## config.mk

```make
export PLATFORM = sky130hd
export DESIGN_NAME = cache_arbiter
export DESIGN_NICKNAME = d
export VERILOG_FILES = /design/src/rtl/cache_arbiter_pkg.sv /design/src/rtl/cache_arbiter_sat_counter.sv /design/src/rtl/cache_arbiter.sv
export SDC_FILE = /design/constraint.sdc
export NUM_CORES = 1
export LEC_CHECK = 0
export CORE_AREA = 2 2 279 281
export DETAILED_ROUTE_END_ITERATION = 10
export DIE_AREA = 0 0 281 283
export SYNTH_ARGS = -nofsm -noshare
export SYNTH_HDL_FRONTEND = slang
export SYNTH_HIERARCHICAL = 1
export SYNTH_SLANG_ARGS = --single-unit
```

## constraint.sdc

```tcl
create_clock -name clk -period 6.2 [get_ports clk]
set_input_delay 0.62 -clock clk [delete_from_list [all_inputs] [get_ports clk]]
set_output_delay 0.62 -clock clk [all_outputs]
set_load 0.005 [all_outputs]
```

## src/rtl/cache_arbiter_pkg.sv

```systemverilog
// Shared LC-3b types used by the memory arbiter: line type, arbiter FSM
// states and the grant side used for round-robin tie-breaking.
package lc3b_types;

   typedef logic [15:0]  lc3b_word;
   typedef logic [127:0] lc3b_line;

   typedef enum logic [1:0] {
      arb_idle    = 2'd0,
      arb_serve_i = 2'd1,
      arb_serve_d = 2'd2
   } lc3b_arb_state;

   typedef enum logic {
      arb_i = 1'b0,
      arb_d = 1'b1
   } lc3b_arb_side;

endpackage

```

## src/rtl/cache_arbiter_sat_counter.sv

```systemverilog
// Saturating up-counter: increments when inc is high, holds at all-ones,
// cleared only by the asynchronous reset.
module arb_sat_counter #(
   parameter int WIDTH = 16
) (
   input  logic             clk,
   input  logic             reset,
   input  logic             inc,
   output logic [WIDTH-1:0] cnt
);

   logic [WIDTH-1:0] cnt_q;
   logic [WIDTH-1:0] cnt_d;

   // Next count: step by one unless already pinned at the maximum.
   always_comb begin
      cnt_d = cnt_q;
      if (inc && (cnt_q != {WIDTH{1'b1}}))
         cnt_d = cnt_q + {{(WIDTH-1){1'b0}}, 1'b1};
   end

   // Count register.
   always_ff @(posedge clk or posedge reset) begin
      if (reset) cnt_q <= '0;
      else       cnt_q <= cnt_d;
   end

   assign cnt = cnt_q;

endmodule

```

## src/rtl/cache_arbiter.sv

```systemverilog
// Arbiter sharing the single physical-memory port between the icache and
// dcache. One whole-line transaction at a time; ties broken round-robin.
// The granted request is registered so pmem never sees live cache inputs.
module cache_arbiter
   import lc3b_types::*;
#(
   parameter int ADDR_WIDTH = 16,
   parameter int LINE_WIDTH = 128,
   parameter int CNT_WIDTH  = 16
) (
   input  logic                  clk,
   input  logic                  reset,
   input  logic                  i_read,
   input  logic [ADDR_WIDTH-1:0] i_addr,
   output logic [LINE_WIDTH-1:0] i_rdata,
   output logic                  i_resp,
   input  logic                  d_read,
   input  logic                  d_write,
   input  logic [ADDR_WIDTH-1:0] d_addr,
   input  logic [LINE_WIDTH-1:0] d_wdata,
   output logic [LINE_WIDTH-1:0] d_rdata,
   output logic                  d_resp,
   output logic                  pmem_read,
   output logic                  pmem_write,
   output logic [ADDR_WIDTH-1:0] pmem_address,
   output logic [LINE_WIDTH-1:0] pmem_wdata,
   input  logic [LINE_WIDTH-1:0] pmem_rdata,
   input  logic                  pmem_resp,
   output logic                  busy,
   output logic [CNT_WIDTH-1:0]  contention_cnt
);

   lc3b_arb_state               state_q, state_d;
   lc3b_arb_side                last_grant_q, last_grant_d;
   logic [ADDR_WIDTH-1:0]       addr_q, addr_d;
   logic [LINE_WIDTH-1:0]       wdata_q, wdata_d;
   logic                        op_write_q, op_write_d;
   logic                        i_req, d_req, grant_i, grant_d;
   logic                        contend;

   assign i_req = i_read;
   assign d_req = d_read | d_write;

   // Grant decision in IDLE; on a tie the side not served last wins.
   always_comb begin
      grant_i = 1'b0;
      grant_d = 1'b0;
      if (state_q == arb_idle) begin
         if (i_req && d_req) begin
            grant_d = (last_grant_q == arb_i);
            grant_i = (last_grant_q == arb_d);
         end else begin
            grant_d = d_req;
            grant_i = i_req;
         end
      end
   end

   // Next state and request latches; serve states only exit on pmem_resp,
   // so a request still high in the resp cycle cannot be regranted.
   always_comb begin
      state_d      = state_q;
      last_grant_d = last_grant_q;
      addr_d       = addr_q;
      wdata_d      = wdata_q;
      op_write_d   = op_write_q;
      case (state_q)
         arb_idle: begin
            if (grant_d) begin
               state_d      = arb_serve_d;
               last_grant_d = arb_d;
               addr_d       = d_addr;
               wdata_d      = d_wdata;
               op_write_d   = d_write; // read+write together is a writeback
            end else if (grant_i) begin
               state_d      = arb_serve_i;
               last_grant_d = arb_i;
               addr_d       = i_addr;
               op_write_d   = 1'b0;
            end
         end
         arb_serve_i, arb_serve_d: begin
            if (pmem_resp) state_d = arb_idle;
         end
         default: state_d = arb_idle;
      endcase
   end

   // Arbiter state registers.
   always_ff @(posedge clk or posedge reset) begin
      if (reset) begin
         state_q      <= arb_idle;
         last_grant_q <= arb_i;
         addr_q       <= '0;
         wdata_q      <= '0;
         op_write_q   <= 1'b0;
      end else begin
         state_q      <= state_d;
         last_grant_q <= last_grant_d;
         addr_q       <= addr_d;
         wdata_q      <= wdata_d;
         op_write_q   <= op_write_d;
      end
   end

   // Strobes come only from the latched op, so reset drops them at once.
   always_comb begin
      pmem_read  = (state_q == arb_serve_i) ||
                   ((state_q == arb_serve_d) && !op_write_q);
      pmem_write = (state_q == arb_serve_d) && op_write_q;
      i_resp     = (state_q == arb_serve_i) && pmem_resp;
      d_resp     = (state_q == arb_serve_d) && pmem_resp;
      // Read data is only meaningful with resp; zeroed otherwise.
      i_rdata    = i_resp ? pmem_rdata : '0;
      d_rdata    = d_resp ? pmem_rdata : '0;
   end

   assign pmem_address = addr_q;
   assign pmem_wdata   = wdata_q;
   assign busy         = (state_q != arb_idle);

   // A cycle counts as contention when the side not being served is waiting.
   assign contend = ((state_q == arb_serve_i) && d_req) ||
                    ((state_q == arb_serve_d) && i_req);

   arb_sat_counter #(.WIDTH(CNT_WIDTH)) u_cnt (
      .clk   (clk),
      .reset (reset),
      .inc   (contend),
      .cnt   (contention_cnt)
   );

endmodule

```

==> flow_summary.ini <==
[outcome]
status = completed

[global_route]
grt_pass1_vias = 9528
gr-usage-all-layers_pct = 14.2
grt_max_degree = 180
grt_overflow = 0
antenna_found_initial = 45
grt_pass1_wl_um = 78200

[synthesis]
synth_edf_count = 0
synth_ff_type = dfrtp_1
ys_seq_elements = 164
syn_inst = 775
ys_seq_area_share_pct = 46.2
synth_area_leaders = dfrtp_1, and3_1, mux2_4
synth_commonest_cells = and3_1, dfrtp_1, mux2_4
synth.distinct_cells = 40
async_reset_ff_share_pct = 100
yosys.area.top_type = dfrtp_1
ys_warn_count = 6
synthMostInstantiatedCell = and3_1
syn-mean-instance-area_um2 = 11.5
synth_nets = 1073
synth_top_area_share_pct = 46.2
syn-cell-area_um2 = 8870

[worst_setup_path]
crit_type = reg2out
worstPathCellList = inv_1 > ha_4 > buf_4 > a21o_1 > clkdlybuf4s50_1
crit_fanout = 103
cp-end-kind = output pin
crit_slowest_cell = buf_4
path_buf_inv = 3
crit_path_start_kind = flip-flop
slowest_delay_ps = 760
cpLargestDelayFamily = buffers and inverters
critical_path_arrival_ps = 3180
cp.required_ps = 5580

[power]
p_per_area_nw_per_um2 = 394
ir_drop_mv = 0.329
leakagePower_nw = 7.75

[die]
start_util_pct = 11.6
dieArea_um2 = 79500
rows = 102
ios = 715
die_h_um = 283
die_w_um = 281
core-area_um2 = 76700

[placed_design]
portBuffers = 714
post_dp_cell_area_um2 = 17000
hpwl_um = 48000
gp_congestion = 0.901

[clock_network]
htree_num_levels = 4
cts_hold_buf = 0
cts_tree = yes
cts_resized = 0
insertion_delay_ps = 470
clkSlewWorstSetupHoldPaths_ps = 80
cts-root-buf = clkbuf_16
cts.sinks = 164
post-cts-setup-buffer-count = 0
clock_path_buffers = 2
cts_made_buffers = 17

[sta]
fin_crit_ps = 3800
holdWs_ps = 474
report.final.slew_viol_count = 0
fin_skew_ps = 17.0
setup_tns_ps = 0
hold_viol_final = 0
post-route-period-util_pct = 61.3
fmax_mhz = 263
worst_pin_slew_ps = 1170
finalSetupViolCount = 0
slew_headroom_pct = 22.0
rsz0062_at_grt = false

[finish]
fin_nets = 1735
fillers = 8129
final_cell_area_um2 = 17700
finish.utilization_pct = 23.1
area_growth_pct = 99.5
drive_above_1_share_pct = 12.7

[drt]
viasPerCell = 3.71
drtIter0Drc = 379
drt-total-wl_um = 58700
vias = 9276
ant_nets = 0
dr.pass1.iters = 4
drc = 0
wl_per_cell_um = 23.5

[worst_hold_path]
worst_hold_path_type = in2async

[run]
maxCapViolations = 0
## power by group
group          total (mW)  switching (mW)  internal, mW
clock network        1.18           0.520         0.665
registers            1.91           0.318          1.59
logic                3.87            1.47          2.40
## final timing paths
kind,end,cells after the start,slack [ps],startpoint
worst max-delay path,pmem_read,5,2400,state_q[0]
worst min-delay path,pmem_wdata[21],2,470,reset
worst max register to register,u_cnt/cnt[14],9,3100,state_q[0]
worst min register to register,pmem_address[15],2,480,pmem_address[15]
max in group asynchronous,pmem_wdata[7],3,4640,reset
min in group clk,pmem_address[15],2,480,pmem_address[15]
## area by class of cell
class	instances	area (µm²)	share of cell area (%)
inverters	6	27.5	0.155
well taps	1040	1300	7.35
multi-input cells	525	4370	24.7
flip-flops and latches	164	4100	23.2
clock inverters	14	201	1.14
diodes	7	17.5	0.0989
repair buffers	723	7240	40.9
clock buffers	18	439	2.48
## cells in the final DEF, fill, tap and decap left out, types with 3 or more instances in the layout
cell	n
a21oi_1	19
and2_1	4
and3_1	260
and4_1	3
buf_4	7
bufinv_16	3
clkbuf_16	17
clkdlybuf4s50_1	713
dfrtp_1	164
diode_2	7
inv_1	5
inv_6	8
inv_8	3
mux2_2	29
mux2_4	100
nand2_1	27
nand3_1	7
nand4_1	5
nor2_1	19
o31ai_1	16
xnor2_1	11
## registers in the layout (all words and copies together), names as in the netlist
name,cells
state_q,2
u_cnt/cnt,16
pmem_wdata,128
pmem_address,16
op_write_q,1
last_grant_q,1
## cell families after synthesis
family,share of synthesized area [%]
compound gates,3.47
simple gates,22.8
xor+xnor,1.09
mux,21.0
buf+inv,4.88
fa+ha+maj,0.564
flops,46.2
## routing by layer
metal	up-vias	global-route usage (%)	share of wire, %
met3	106	4.96	9.2
li1	4103	-	-
met1	4462	16.3	39
met5	-	0	0.15
met2	591	24.8	49
met4	14	3.28	1.9
## stage by stage
| stage | power, mW | setup slack (ps) | instances |
|---|---|---|---|
| 4_1_cts | 7.10 | 2340 | 2490 |
| 5_1_grt | 7.40 | 2250 | 2493 |
| 3_5_place_dp | 5.83 | 2880 | 2458 |
| 6_report | 6.97 | 2400 | 2497 |
| 2_1_floorplan | 3.67 | 1600 | 775 |
| 3_3_place_gp | 5.77 | 2930 | 2458 |
Power figures use the tool's default switching activity.
==> RTL change 1 (config.mk and constraints unchanged) <==
Register the output `contention_cnt`, with the module's reset; this adds one clock of latency there. The other outputs are not delayed to match.
--- a/src/rtl/cache_arbiter.sv
+++ b/src/rtl/cache_arbiter.sv
@@ -29,6 +29,8 @@
    output logic                  busy,
    output logic [CNT_WIDTH-1:0]  contention_cnt
 );
+
+   logic [CNT_WIDTH-1:0] contention_cnt_d;
 
    lc3b_arb_state               state_q, state_d;
    lc3b_arb_side                last_grant_q, last_grant_d;
@@ -127,8 +129,16 @@
       .clk   (clk),
       .reset (reset),
       .inc   (contend),
-      .cnt   (contention_cnt)
+      .cnt   (contention_cnt_d)
    );
+
+   always_ff @(posedge clk or posedge reset) begin
+      if (reset) begin
+         contention_cnt <= '0;
+      end else begin
+         contention_cnt <= contention_cnt_d;
+      end
+   end
 
 endmodule
 
Behaviour: not the same (Yosys sat finds a counterexample within 4 cycles, from zero or initial values and one cycle with reset high).
==> RTL change 1 against the unedited design <==
Synthesized area grew 4.5%. Routed wire length shrank 9.2%. Largest power group unchanged. Critical endpoint is now i_rdata[18]. Total power grew 1.3%. Setup slack gained 0.12 ns. Sequential cell count grew 16. Sequential share of layout area grew 1.7 points. Design area grew 2.1%. Sequential power grew 7%.
==> RTL change 1: results (changes against the unedited design) <==
- Clock buffer count from CTS: 17 (unchanged)
* Number of antenna violations at the first check in global routing: 36 (-20%)
- The pre-CTS worst setup slack came to 2.762 ns (-0.1157 ns).
- Register clock-pin slew on the reported worst setup and hold paths: 0.08 ns (about the same)
* Final RePlAce weighted congestion: 0.9223 (+2.4%)
- Sequential share of the synthesized area: 0.4856 (+0.02321)
- Clock insertion delay at the later pin of the skew report: 0.46 ns
- The top fanout value on the critical path came to 98 (-4.9%).
- R2R cell count: 7 (-2)
- Routed Wire Length: 53.30 mm (-9.2%)
- Port Buffer Count: 714 (unchanged)
- The via count of the first global-routing pass is 9662 (+1.4%).
- Flip-flop count of the largest register, all copies and words added: 128 (unchanged)
* Number of instances in the placed design: 2474 (+0.65%)
- The first-pass iteration count of the detailed router was 5 (+1).
- The initial DRC count was 424 (+12%).
* Aggregate global-route resource usage: 0.1275 (-0.01399)
- The worst voltage drop across the vdd grid is 0.2618 mV (-20%).
* Delay of the slowest critical-path stage: 0.65 ns (-0.11 ns)
- The via count came to 9291 (+0.16%).
- The pin count of the biggest net entering global routing is 139 (-23%).
- Mapped Nets: 1089 (+1.5%)
- The worst clock skew is 0.01335 ns (-0.003642 ns).
- The cell count after synthesis came to 791 (+2.1%).
- Min-delay worst type: register to register
- Critical-path cell with the highest stage delay: buf_4
- Setup-violating endpoint count in the final report: 0 (unchanged)
- Outcome: finished clean
- The global-route wire length before repair is 72.55 mm (-7.2%).
- # resized after CTS: 0 (unchanged)
- Proportion of synthesized flip-flops having asynchronous set or reset: 1.000 (unchanged)
* Slew margin rel.: 0.1639 (-0.05606)
- Vias per cell: 3.696 (-0.52%)
- After synthesis, the cell types taking the most area are dfrtp_1 (49%), and3_1 (18%), mux2_4 (16%).
- The total of warnings raised by yosys came to 6 (unchanged).
* Net total in the final layout: 1751 (+0.92%)
- Cells on Worst Hold Path: 0
* HPWL after detailed placement: 43.22 mm (-10%)
- Data arrival at the endpoint of the critical path: 3.06 ns (-0.12 ns)
- The maximum root-to-sink buffer count was 2 (unchanged).
- In the synthesized netlist the dominant register cell turns out to be dfrtp_1.
- Static Leak: 7.940 nW (+2.4%)
* Most frequent cells after synthesis: and3_1 (260), dfrtp_1 (180), mux2_4 (100)
- The proportion of layout cells with a drive suffix above 1 came to 0.1256 (-0.001299).
[RTL change 1: cell count changes after synthesis]
cell,unedited run,this run
dfrtp_1,164,180
[RTL change 1: cells by family (layout without fill, tap and decap cells)]
group	count (synthesis)	after routing	synth area share
and+or+nand+nor	335	335	0.2183
buffers and inverters	86	760	0.04667
adders and majority gates	4	4	0.005396
other	0	9	0
DFF	180	180	0.4856
muxes	132	132	0.2005
xor gates and xnor gates	11	11	0.01039
AOI/OAI and AO/OA	43	43	0.03319
[RTL change 1: cell type report]
class,count,area (um^2)
Tap cell,1040,1301
Clock buffer,18,439.2
Inverter,6,27.53
Antenna cell,9,22.52
Clock inverter,13,163.9
Timing Repair Buffer,723,7228
Fill cell,8109,58630
Sequential cell,180,4504
Multi-Input combinational cell,525,4385
[RTL change 1: report_power, final]
part / leakage [nW] / switching, mW / internal [mW] / total (mW)
Combinational: 5.48 / 1.50 / 2.38 / 3.89
Clock: 0.292 / 0.551 / 0.586 / 1.14
Sequential: 2.17 / 0.325 / 1.71 / 2.04
[RTL change 1: routing by layer]
layer | track usage | vias up | part of all wire
met5 | 0 | - | 0.00054
met4 | 0.05361 | 4 | 0.036
met3 | 0.04181 | 92 | 0.093
met2 | 0.2224 | 553 | 0.49
met1 | 0.1410 | 4476 | 0.38
li1 | - | 4166 | -
[RTL change 1: final timing paths]
kind	startpoint	endpoint	slack (ns)
max reg2reg	state_q[0]$_DFFE_PP0P_	pmem_wdata[50]$_DFFE_PP0P_	2.81
max in group asynchronous	reset	pmem_wdata[9]$_DFFE_PP0P_	4.54
min reg2reg	u_cnt/cnt[1]$_DFFE_PP0P_	contention_cnt[1]$_DFF_PP0_	0.45
min in group asynchronous	reset	contention_cnt[3]$_DFF_PP0_	0.53
min	u_cnt/cnt[1]$_DFFE_PP0P_	contention_cnt[1]$_DFF_PP0_	0.45
max	state_q[1]$_DFFE_PP0P_	i_rdata[18]	2.52
[RTL change 1: critical path, delay by kind of cell, from the launching register on]
| kind | cells | cell delay, ns |
|---|---|---|
| flip-flops | 1 | 0.41 |
| AND/OR/NAND/NOR | 1 | 0.33 |
| adder cells (fa/ha/maj) | 1 | 0.39 |
| buffers and inverters | 3 | 1.31 |
[RTL change 1: metrics by stage]
step	hold slack [ns]	instance area, um^2
finish	0.4524	18070
global route	0.4757	18070
CTS	0.4573	18050
detailed placement	0.4333	17450
global placement	0.4212	17450
floorplan	0.3979	9275
==> RTL change 2 (config.mk and constraints unchanged) <==
Without the edit above. Change the parameter `LINE_WIDTH` from 128 to 64.
--- a/src/rtl/cache_arbiter.sv
+++ b/src/rtl/cache_arbiter.sv
@@ -5,7 +5,7 @@
    import lc3b_types::*;
 #(
    parameter int ADDR_WIDTH = 16,
-   parameter int LINE_WIDTH = 128,
+   parameter int LINE_WIDTH = 64,
    parameter int CNT_WIDTH  = 16
 ) (
    input  logic                  clk,
Ports: changed (5 resized); port bits go from 715 to 395. The function was not compared with the original's and may differ.
==> RTL change 2 against the unedited design <==
Synthesized area is 39% lower. Critical endpoint is now pmem_write. Routed wire length is 52% lower. Total power is 43% lower. Sequential power is 40% lower. Count of clock-buffer cells in the layout is 9 lower. Critical path type unchanged. Design area is 39% lower. Sequential cell count is 64 lower. Setup slack better by 0.36 ns. Worst hold slack better by 0.0040 ns.
==> RTL change 2: results (changes against the unedited design) <==
- Sequential Power: 1.15 mW (-40%)
- The arrival time of the worst setup path was 2.82 ns (-0.36 ns).
- The depth of the most critical reg-to-reg path came to 8 (-1).
* Delay of the slowest critical-path stage: 0.90 ns (+0.14 ns)
- Count of TritonRoute iterations in the first routing pass: 6 (+2)
- Most frequent cells after synthesis: and3_1 (132), dfrtp_1 (100), mux2_4 (49)
* Global-route track usage on met3: 0.04082 (-0.008741)
* HPWL after detailed placement: 22.62 mm (-53%)
* Fraction of layout cells with a size suffix above 1: 0.1193 (-0.007598)
- Worst reg2reg startpoint: state_q[1]$_DFFE_PP0P_
- Clock insertion delay at the later pin of the skew report: 0.39 ns (-0.08 ns)
* Slew margin rel.: 0.2964 (+0.07652)
- The reported leakage power came to 4.424 nW (-43%).
* Sequential share of the synthesized area: 0.4585 (-0.003922)
* Wire length of the first global-routing pass: 38.34 mm (-51%)
- The critical path ends at pmem_write.
- The count of cell types in the netlist came to 39 (-2.5%).
- GR met1 Demand/Resource: 0.06971 (-0.09365)
- The initial DRC count was 122 (-68%).
* Net total in the final layout: 1020 (-41%)
- Final routed wire length divided by cell count: 14.79 um (-37%)
* Worst-case clock skew: 0.02427 ns (+0.007284 ns)
* Max rail drop VDD: 0.1379 mV (-58%)
- The length of routed wiring on met1 is 10.28 mm (-56%).
* Final RePlAce weighted congestion: 0.8165 (-9.4%)
* Pin count of the biggest net entering global routing: 87 (-52%)
* Outcome: finished clean
- The met2 demand-to-capacity share in global routing was 0.1099 (-0.1386).
* Top post-synthesis cells by area: dfrtp_1 (46%), and3_1 (15%), mux2_4 (13%)
* Worst R2R Setup Slack: 3.13 ns (+0.03 ns)
* Cells on Worst Hold Path: 2
- The worst hold path belongs to the class register to register.
* Family with the most delay on the worst path: adder cells
* Int Power: 2.599 mW (-44%)
* # resized after CTS: 0 (unchanged)
- The count of buffers inserted at the top-level ports was 394 (-45%).
* Part of the power in the clock network: 0.157 (-0.013)
- Sum of met2 wire segment lengths after detailed routing: 12.36 mm (-57%)
* Worst hold slack: 0.4780 ns (+0.004029 ns)
- The top fanout value on the critical path is 68 (-34%).
- On the critical path, the stage with the largest delay is an instance of ha_2.
- Number of antenna violations at the first check in global routing: 11 (-76%)
- Mapped Nets: 653 (-39%)
- After clock tree synthesis, the clock-pin slew on the worst setup and hold paths is 0.09 ns.
- Number of H-tree levels: 3 (-1)
- The number of vias per cell was 2.845 (-23%).
- The global routing usage summed across all routing layers was 0.06805 (-0.07350).
==> RTL change 2: area by class of cell <==
cell class                 instances  area (um^2)
clock inverter                     7        82.58
clock buffer                       9        225.2
timing repair buffer             400         3984
multi-input combinational        333         2650
inverter                           6        25.02
fill                            8611        65920
antenna                            4        10.01
tap                             1040         1301
sequential                       100         2502
==> RTL change 2: kinds of logic after synthesis <==
logic type,Yosys count,synth area share
DFF,100,0.4585
xor gates and xnor gates,11,0.01765
muxes,68,0.1735
and+or+nand+nor,207,0.2242
AOI/OAI and AO/OA,43,0.06007
buffers and inverters,50,0.05686
adders and majority gates,4,0.009170
==> RTL change 2: through the flow <==
stage | power (mW) | cells | setup slack (ns)
finish | 3.986 | 1899 | 2.762
global route | 4.283 | 1898 | 2.551
CTS | 4.103 | 1895 | 2.715
detailed placement | 3.432 | 1879 | 2.536
global placement | 3.386 | 1879 | 2.604
floorplan | 2.216 | 483 | 3.415
